==> src/rtl/mem_wb_pipe.sv <==
// MEM->WB pipeline stage: LANES write-back ops plus bundle PC, valid/ready with a
// two-entry skid buffer, registered in_ready_o, flush, and a retired-bundle counter.
module mem_wb_pipe #(
   parameter int DATA_W = 32,
   parameter int ADDR_W = 5,
   parameter int PC_W   = 16,
   parameter int LANES  = 2,
   parameter int CNT_W  = 32
) (
   input  logic                      clk,
   input  logic                      rst,
   input  logic                      flush_i,
   input  logic                      in_valid_i,
   output logic                      in_ready_o,
   input  logic [LANES-1:0]          lane_wen_i,
   input  logic [LANES*ADDR_W-1:0]   lane_waddr_i,
   input  logic [LANES*DATA_W-1:0]   lane_wdata_i,
   input  logic [PC_W-1:0]           pc_i,
   output logic                      out_valid_o,
   input  logic                      out_ready_i,
   output logic [LANES-1:0]          lane_wen_o,
   output logic [LANES*ADDR_W-1:0]   lane_waddr_o,
   output logic [LANES*DATA_W-1:0]   lane_wdata_o,
   output logic [PC_W-1:0]           pc_o,
   output logic [CNT_W-1:0]          retire_cnt_o
);

   logic                    main_v_q, main_v_d, skid_v_q, skid_v_d;
   logic                    in_ready_q, in_ready_d;
   logic [LANES-1:0]        main_wen_q, main_wen_d, skid_wen_q, skid_wen_d;
   logic [LANES*ADDR_W-1:0] main_addr_q, main_addr_d, skid_addr_q, skid_addr_d;
   logic [LANES*DATA_W-1:0] main_data_q, main_data_d, skid_data_q, skid_data_d;
   logic [PC_W-1:0]         main_pc_q, main_pc_d, skid_pc_q, skid_pc_d;
   logic [CNT_W-1:0]        cnt_q, cnt_d;
   logic [LANES-1:0]        cap_wen;
   logic                    accept, retire;

   // Write-enable cleanup at capture: drop r0 writes and any lane shadowed by a higher lane.
   for (genvar gi = 0; gi < LANES; gi++) begin : g_clean
      logic keep;
      always_comb begin
         keep = lane_wen_i[gi] && (lane_waddr_i[gi*ADDR_W +: ADDR_W] != '0);
         for (int j = gi + 1; j < LANES; j++) begin
            if (lane_wen_i[j] &&
                (lane_waddr_i[j*ADDR_W +: ADDR_W] == lane_waddr_i[gi*ADDR_W +: ADDR_W]))
               keep = 1'b0;
         end
      end
      assign cap_wen[gi] = keep;
   end

   assign accept = in_valid_i & in_ready_q & ~flush_i;
   assign retire = main_v_q & out_ready_i & ~flush_i;

   always_comb begin
      main_v_d    = main_v_q;
      skid_v_d    = skid_v_q;
      main_wen_d  = main_wen_q;
      main_addr_d = main_addr_q;
      main_data_d = main_data_q;
      main_pc_d   = main_pc_q;
      skid_wen_d  = skid_wen_q;
      skid_addr_d = skid_addr_q;
      skid_data_d = skid_data_q;
      skid_pc_d   = skid_pc_q;
      cnt_d       = cnt_q + (retire ? CNT_W'(1) : CNT_W'(0));
      if (flush_i) begin
         main_v_d = 1'b0;
         skid_v_d = 1'b0;
      end else begin
         case ({main_v_q, skid_v_q})
            2'b00: begin
               if (accept) begin
                  main_v_d    = 1'b1;
                  main_wen_d  = cap_wen;
                  main_addr_d = lane_waddr_i;
                  main_data_d = lane_wdata_i;
                  main_pc_d   = pc_i;
               end
            end
            2'b10: begin
               if (accept && retire) begin
                  main_wen_d  = cap_wen;
                  main_addr_d = lane_waddr_i;
                  main_data_d = lane_wdata_i;
                  main_pc_d   = pc_i;
               end else if (accept) begin
                  skid_v_d    = 1'b1;
                  skid_wen_d  = cap_wen;
                  skid_addr_d = lane_waddr_i;
                  skid_data_d = lane_wdata_i;
                  skid_pc_d   = pc_i;
               end else if (retire) begin
                  main_v_d = 1'b0;
               end
            end
            default: begin
               // Skid full: in_ready_q is low, so only a retire can move things.
               if (retire) begin
                  skid_v_d    = 1'b0;
                  main_wen_d  = skid_wen_q;
                  main_addr_d = skid_addr_q;
                  main_data_d = skid_data_q;
                  main_pc_d   = skid_pc_q;
               end
            end
         endcase
      end
      in_ready_d = ~skid_v_d;
   end

   always_ff @(posedge clk or negedge rst) begin
      if (!rst) begin
         main_v_q    <= 1'b0;
         skid_v_q    <= 1'b0;
         in_ready_q  <= 1'b1;
         main_wen_q  <= '0;
         main_addr_q <= '0;
         main_data_q <= '0;
         main_pc_q   <= '0;
         skid_wen_q  <= '0;
         skid_addr_q <= '0;
         skid_data_q <= '0;
         skid_pc_q   <= '0;
         cnt_q       <= '0;
      end else begin
         main_v_q    <= main_v_d;
         skid_v_q    <= skid_v_d;
         in_ready_q  <= in_ready_d;
         main_wen_q  <= main_wen_d;
         main_addr_q <= main_addr_d;
         main_data_q <= main_data_d;
         main_pc_q   <= main_pc_d;
         skid_wen_q  <= skid_wen_d;
         skid_addr_q <= skid_addr_d;
         skid_data_q <= skid_data_d;
         skid_pc_q   <= skid_pc_d;
         cnt_q       <= cnt_d;
      end
   end

   assign in_ready_o   = in_ready_q;
   assign out_valid_o  = main_v_q;
   assign lane_wen_o   = main_v_q ? main_wen_q  : '0;
   assign lane_waddr_o = main_v_q ? main_addr_q : '0;
   assign lane_wdata_o = main_v_q ? main_data_q : '0;
   assign pc_o         = main_v_q ? main_pc_q   : '0;
   assign retire_cnt_o = cnt_q;

endmodule

==> config.mk <==
export PLATFORM = sky130hd
export DESIGN_NAME = mem_wb_pipe
export DESIGN_NICKNAME = d
export VERILOG_FILES = /design/src/rtl/mem_wb_pipe.sv
export SDC_FILE = /design/constraint.sdc
export NUM_CORES = 1
export LEC_CHECK = 0
export ABC_AREA = 1
export CORE_MARGIN = 2
export CORE_UTILIZATION = 51
export DETAILED_ROUTE_END_ITERATION = 10
export MAX_ROUTING_LAYER = met4
export PLACE_DENSITY = 0.86
export SYNTH_ARGS = -nofsm -noshare
export SYNTH_HDL_FRONTEND = slang
export SYNTH_SLANG_ARGS = --single-unit
==> constraint.sdc <==
create_clock -name clk -period 4.4 [get_ports clk]
set_input_delay 1.32 -clock clk [delete_from_list [all_inputs] [get_ports clk]]
set_output_delay 1.32 -clock clk [all_outputs]
set_load 0.02 [all_outputs]
After elaboration in Yosys (flattened, before gate mapping)
Index checks and enable logic that the tools add are counted.

$add $sub $neg: 1. $mul: 0. Div/mod/pow operators: 0. Order comparisons: 0. Eq/ne operators: 8. Shift-type cells: 0. Multiplexer cells: 33. Bitwise operators: 7. Reduce and logical (&&, ||, !) cells: 12.

Operators by type and width (number): two-way mux 64 bit (4); case mux 64 bit (2 select lines) (1); two-way mux 16 bit (4); two-way mux 10 bit (4); adder 32 x 1 -> 32 bit (1); case mux 16 bit (2 select lines) (1); case mux 10 bit (2 select lines) (1); inequality test 3 bit (second input constant) (4); two-way mux 1 bit (11); nonzero test 5 bit (2); two-way mux 2 bit (4); AND reduction 4 bit (2); nonzero test 3 bit (2); equality test 5 bit (1); AND reduction 5 bit (1); bitwise AND 1 bit (4); logical AND 1 bit (4); inequality test 2 bit (second input constant) (2); case mux 1 bit (2 select lines) (2); case mux 2 bit (2 select lines) (1); NOT 1 bit (3); equality test 2 bit (second input constant) (1); logical NOT 2 bit (1).

Flip-flop bits (word level): 219. Bits in latches: 0. RAM bits: 0. Bits in read-only memories: 0. Input bits: 97. Output and inout bits: 126. Logic and storage cells: 73. Memories kept: 0.

Logic depth before layout (Yosys ltp)
Depth in word-level cells: 7. Depth in mapped cells: 12. Gate-level depth less buffers: 11.

Worst setup path before layout
No wires, ideal clock.

Path kind: input-to-reg. Start point: input port out_ready_i. End point: register cnt_q[20], in the netlist retire_cnt_o[20]. Setup time: 0.117 ns. Arrival time: 2.650 ns. Required time: 4.283 ns. Path slack: 1.633 ns. Stages: 11. Path buffers: 0. Cells stage by stage: nand2_1 > nor2_2 > ha_1 > ha_1 > nand3_1 > nor2_1 > nand4_1 > inv_1 > nand2_1 > nand2_1 > nand2_1.

Word-level cells in the longest chain between the ends: 4.

Ends and longest elaborated chain: start: declaration (RTL line 20) `input logic out_ready_i,`; bitwise AND 1 bit (2 in a row) (RTL line 53) `assign retire = main_v_q & out_ready_i & ~flush_i;`; two-way mux 1 bit (RTL line 66) `cnt_d = cnt_q + (retire ? CNT_W'(1) : CNT_W'(0));`; adder 32 x 1 -> 32 bit (RTL line 66); net cnt_d[20] (RTL line 34) `logic [CNT_W-1:0] cnt_q, cnt_d;`; end signal: assignment (RTL line 138) `cnt_q <= cnt_d;`; end: declaration (RTL line 34).

The timed path passes the listed nets, and every way through them passes these cells. A chain may end at the register's enable or synchronous reset.

Worst setup path in the final report
Start point: register main_v_q, in the netlist out_valid_o. End point: output port lane_wdata_o[15].

Word-level cells in the longest chain between the ends: 1.

Ends and longest elaborated chain: start: declaration (RTL line 28) `logic main_v_q, main_v_d, skid_v_q, skid_v_d;`; start signal: assignment (RTL line 127) `main_v_q <= main_v_d;`; two-way mux 64 bit (RTL line 146) `assign lane_wdata_o = main_v_q ? main_data_q : '0;`; end: declaration (RTL line 23) `output logic [LANES*DATA_W-1:0] lane_wdata_o,`.

No other way between the ends.

==> reports/metrics.yaml <==
status: "complete, no violations"
drt-pass1-iter-count: 5
vias: 9402
drive_above_1_share: 0.0354
htreeDepth: 1
setup-tns-final_ns: 0
globalRouteTotalUtil: 0.250
drt_wl_total_um: 26400
drc: 0
antenna_left: 0
diodes: 0
post-cts-setup-buffers: 0
yosysWarnings: 0
postSynthAreaPerCell_sq_um: 7.39
cellLeakagePower_nw: 7.31
crit_chain: "nand2_1, inv_1, clkdlybuf4s50_1"
hold_path_class: "reg2reg"
row_count: 52
min_from: "main_data_q[37]"
port_buffers: 222
die_w_um: 148
rsz0062_at_grt: "false"
cp_max_fo: 98
maxSlewViolCount: 0
cts_resized: 0
startpoint: "out_valid_o"
cap_violations: 0
critical_path_class: "reg2out"
dr.first_iter.drc_count: 461
yosysUniqueCellTypes: 24
cp.arrival_ns: 2.56
cp-start-kind: "register"
synth_area_sq_um: 10600
gp_congestion: 0.944
start_util: 0.522
end_kind: "primary output"
nets: 1722
grt_pass1_vias: 9180
dieArea_sq_um: 22000
cts_buffers: 23
pin_count: 223
ir_drop_uv: 267
fmax_mhz: 258
synth_nets: 1535
finalSetupViolations: 0
worst_pin_slew_ns: 1.08
ys_ff_latch: 219
core_area_sq_um: 20300
slew_headroom: 0.279
cts_buffer_depth: 3
grt_start_max_net_pins: 105
fillers: 1667
holdWs_ns: 0.477
cp_num_buf_inv: 2
cp.required_ns: 3.08
skew_ns: 0.00863
antenna_found_initial: 0
tritoncts: "done"
syn_to_final_growth_pct: 29.2
finalCritPeriodShare: 0.882
grt_pass1_wl_um: 44100
slowest_stage: "dfrtp_4"
cts-root-buf: "clkbuf_16"
r2r_start: "out_valid_o"
dieHeight_um: 148
insertion_delay_ns: 0.50
wire_per_inst_um: 13.8
postSynthCellCount: 1436
slowest_delay_ns: 1.12
path_clk_slew_ns: 0.06
cts.sink_count: 219
p_per_area_nw_per_um2: 450
critical-path-top-delay-family: "flip-flops"
overflow: 0
ctsHoldBuffers: 0
dp_hpwl_um: 17600
period_needed_ns: 3.88
vias_per_cell: 4.93
finalHoldViolations: 0
yosysSeqAreaShare: 0.517
layout by cell type (no fill, tap or decap), types with 3 or more instances in the layout:
cell             synthesis  layout
a21oi_1                  3       3
buf_4                   11       9
bufinv_16                0       3
clkbuf_1                31       4
clkbuf_16                0      23
clkbuf_8                 0       5
clkdlybuf4s50_1          0     221
clkinv_2                 0       5
dfrtp_1                218     216
inv_1                  208     208
nand2_1                645     645
nand3_1                 14      13
nand3b_1                 4       4
nand4_1                  4       4
nor2_1                  42      42
nor3_1                   9       9
o21ai_0                125     125
o21ai_1                 62      62
xnor2_1                  4       4
xor2_1                  18      18
worst reg2reg max path: stages (launching register included):
cell     delay (ns)
dfrtp_4        1.12
nand2_1        0.22
nor2_2         0.19
ha_1           0.21
ha_1           0.22
nand3_1        0.16
nor2_1         0.27
nand4_1        0.28
inv_1          0.14
nand2_1        0.06
nand2_1        0.06
nand2_1        0.04
layer usage:
| metal | global-route usage | wire length [um] |
|---|---|---|
| met4 | 0.0700 | 636 |
| met3 | 0.0479 | 1680 |
| met5 | - | 0 |
| met2 | 0.414 | 12800 |
| met1 | 0.316 | 11300 |
through the flow:
step	std cells	instance area [sq um]	setup slack, ns	util	total power, W
floorplan	1436	10600	1.63	-	0.00363
global placement	1868	12900	0.813	0.636	0.00411
detailed placement	1868	12900	0.726	0.636	0.00419
CTS	1909	13700	0.509	0.675	0.00621
global route	1909	13700	0.333	0.675	0.00651
finish	1909	13700	0.517	0.675	0.00616
layout make-up:
type | count | area (sq um) | share of cell area
Clock inverter | 9 | 124 | 0.00904
Inverter | 210 | 788 | 0.0575
Tap cell | 270 | 338 | 0.0247
Multi-Input combinational cell | 936 | 3970 | 0.290
Clock buffer | 32 | 659 | 0.0481
Sequential cell | 219 | 5490 | 0.401
Timing Repair Buffer | 233 | 2330 | 0.170
synth_stat cells:
library cell	number	area share
nand2_1	645	0.23
dfrtp_1	218	0.51
inv_1	208	0.074
o21ai_0	125	0.059
o21ai_1	62	0.029
nor2_1	42	0.015
clkbuf_1	31	0.011
buf_2	22	0.010
xor2_1	18	0.015
nand3_1	14	0.0066
buf_4	11	0.0078
nor3_1	9	0.0042
buf_6	7	0.0074
nand3b_1	4	0.0028
nand4_1	4	0.0024
xnor2_1	4	0.0033
a21oi_1	3	0.0014
ha_1	2	0.0024
inv_2	2	0.00071
a21oi_2	1	0.00083
and3_1	1	0.00059
dfstp_2	1	0.0025
nand3_2	1	0.00094
nor2_2	1	0.00059
logic make-up after synthesis:
family,synth area share
adders and majority gates,0.00236
xor gates and xnor gates,0.0182
AOI/OAI and AO/OA,0.0905
buffers and inverters,0.111
DFF,0.517
and+or+nand+nor,0.261
worst paths after layout:
check	slack, ns	cells after the start	end
max	0.52	3	lane_wdata_o[15]
min	0.48	2	main_data_q[37]
max reg2reg	1.31	11	retire_cnt_o[20]
min reg2reg	0.48	2	main_data_q[37]
max in group asynchronous	2.53	2	skid_data_q[2]
min in group asynchronous	0.84	1	retire_cnt_o[22]
registers in the layout (all words and copies together), names as in the netlist:
name,cells
main_data_q,64
skid_data_q,64
retire_cnt_o,32
main_pc_q,16
skid_pc_q,16
main_addr_q,10
skid_addr_q,10
main_wen_q,2
skid_wen_q,2
in_ready_o,1
out_valid_o,1
skid_v_q,1
report_power, final:
part,internal (W),switching (W)
combinational,0.000565,0.000699
clock,0.00122,0.000782
sequential,0.00254,0.000351
Note: power is estimated with default switching activity, not from simulation.
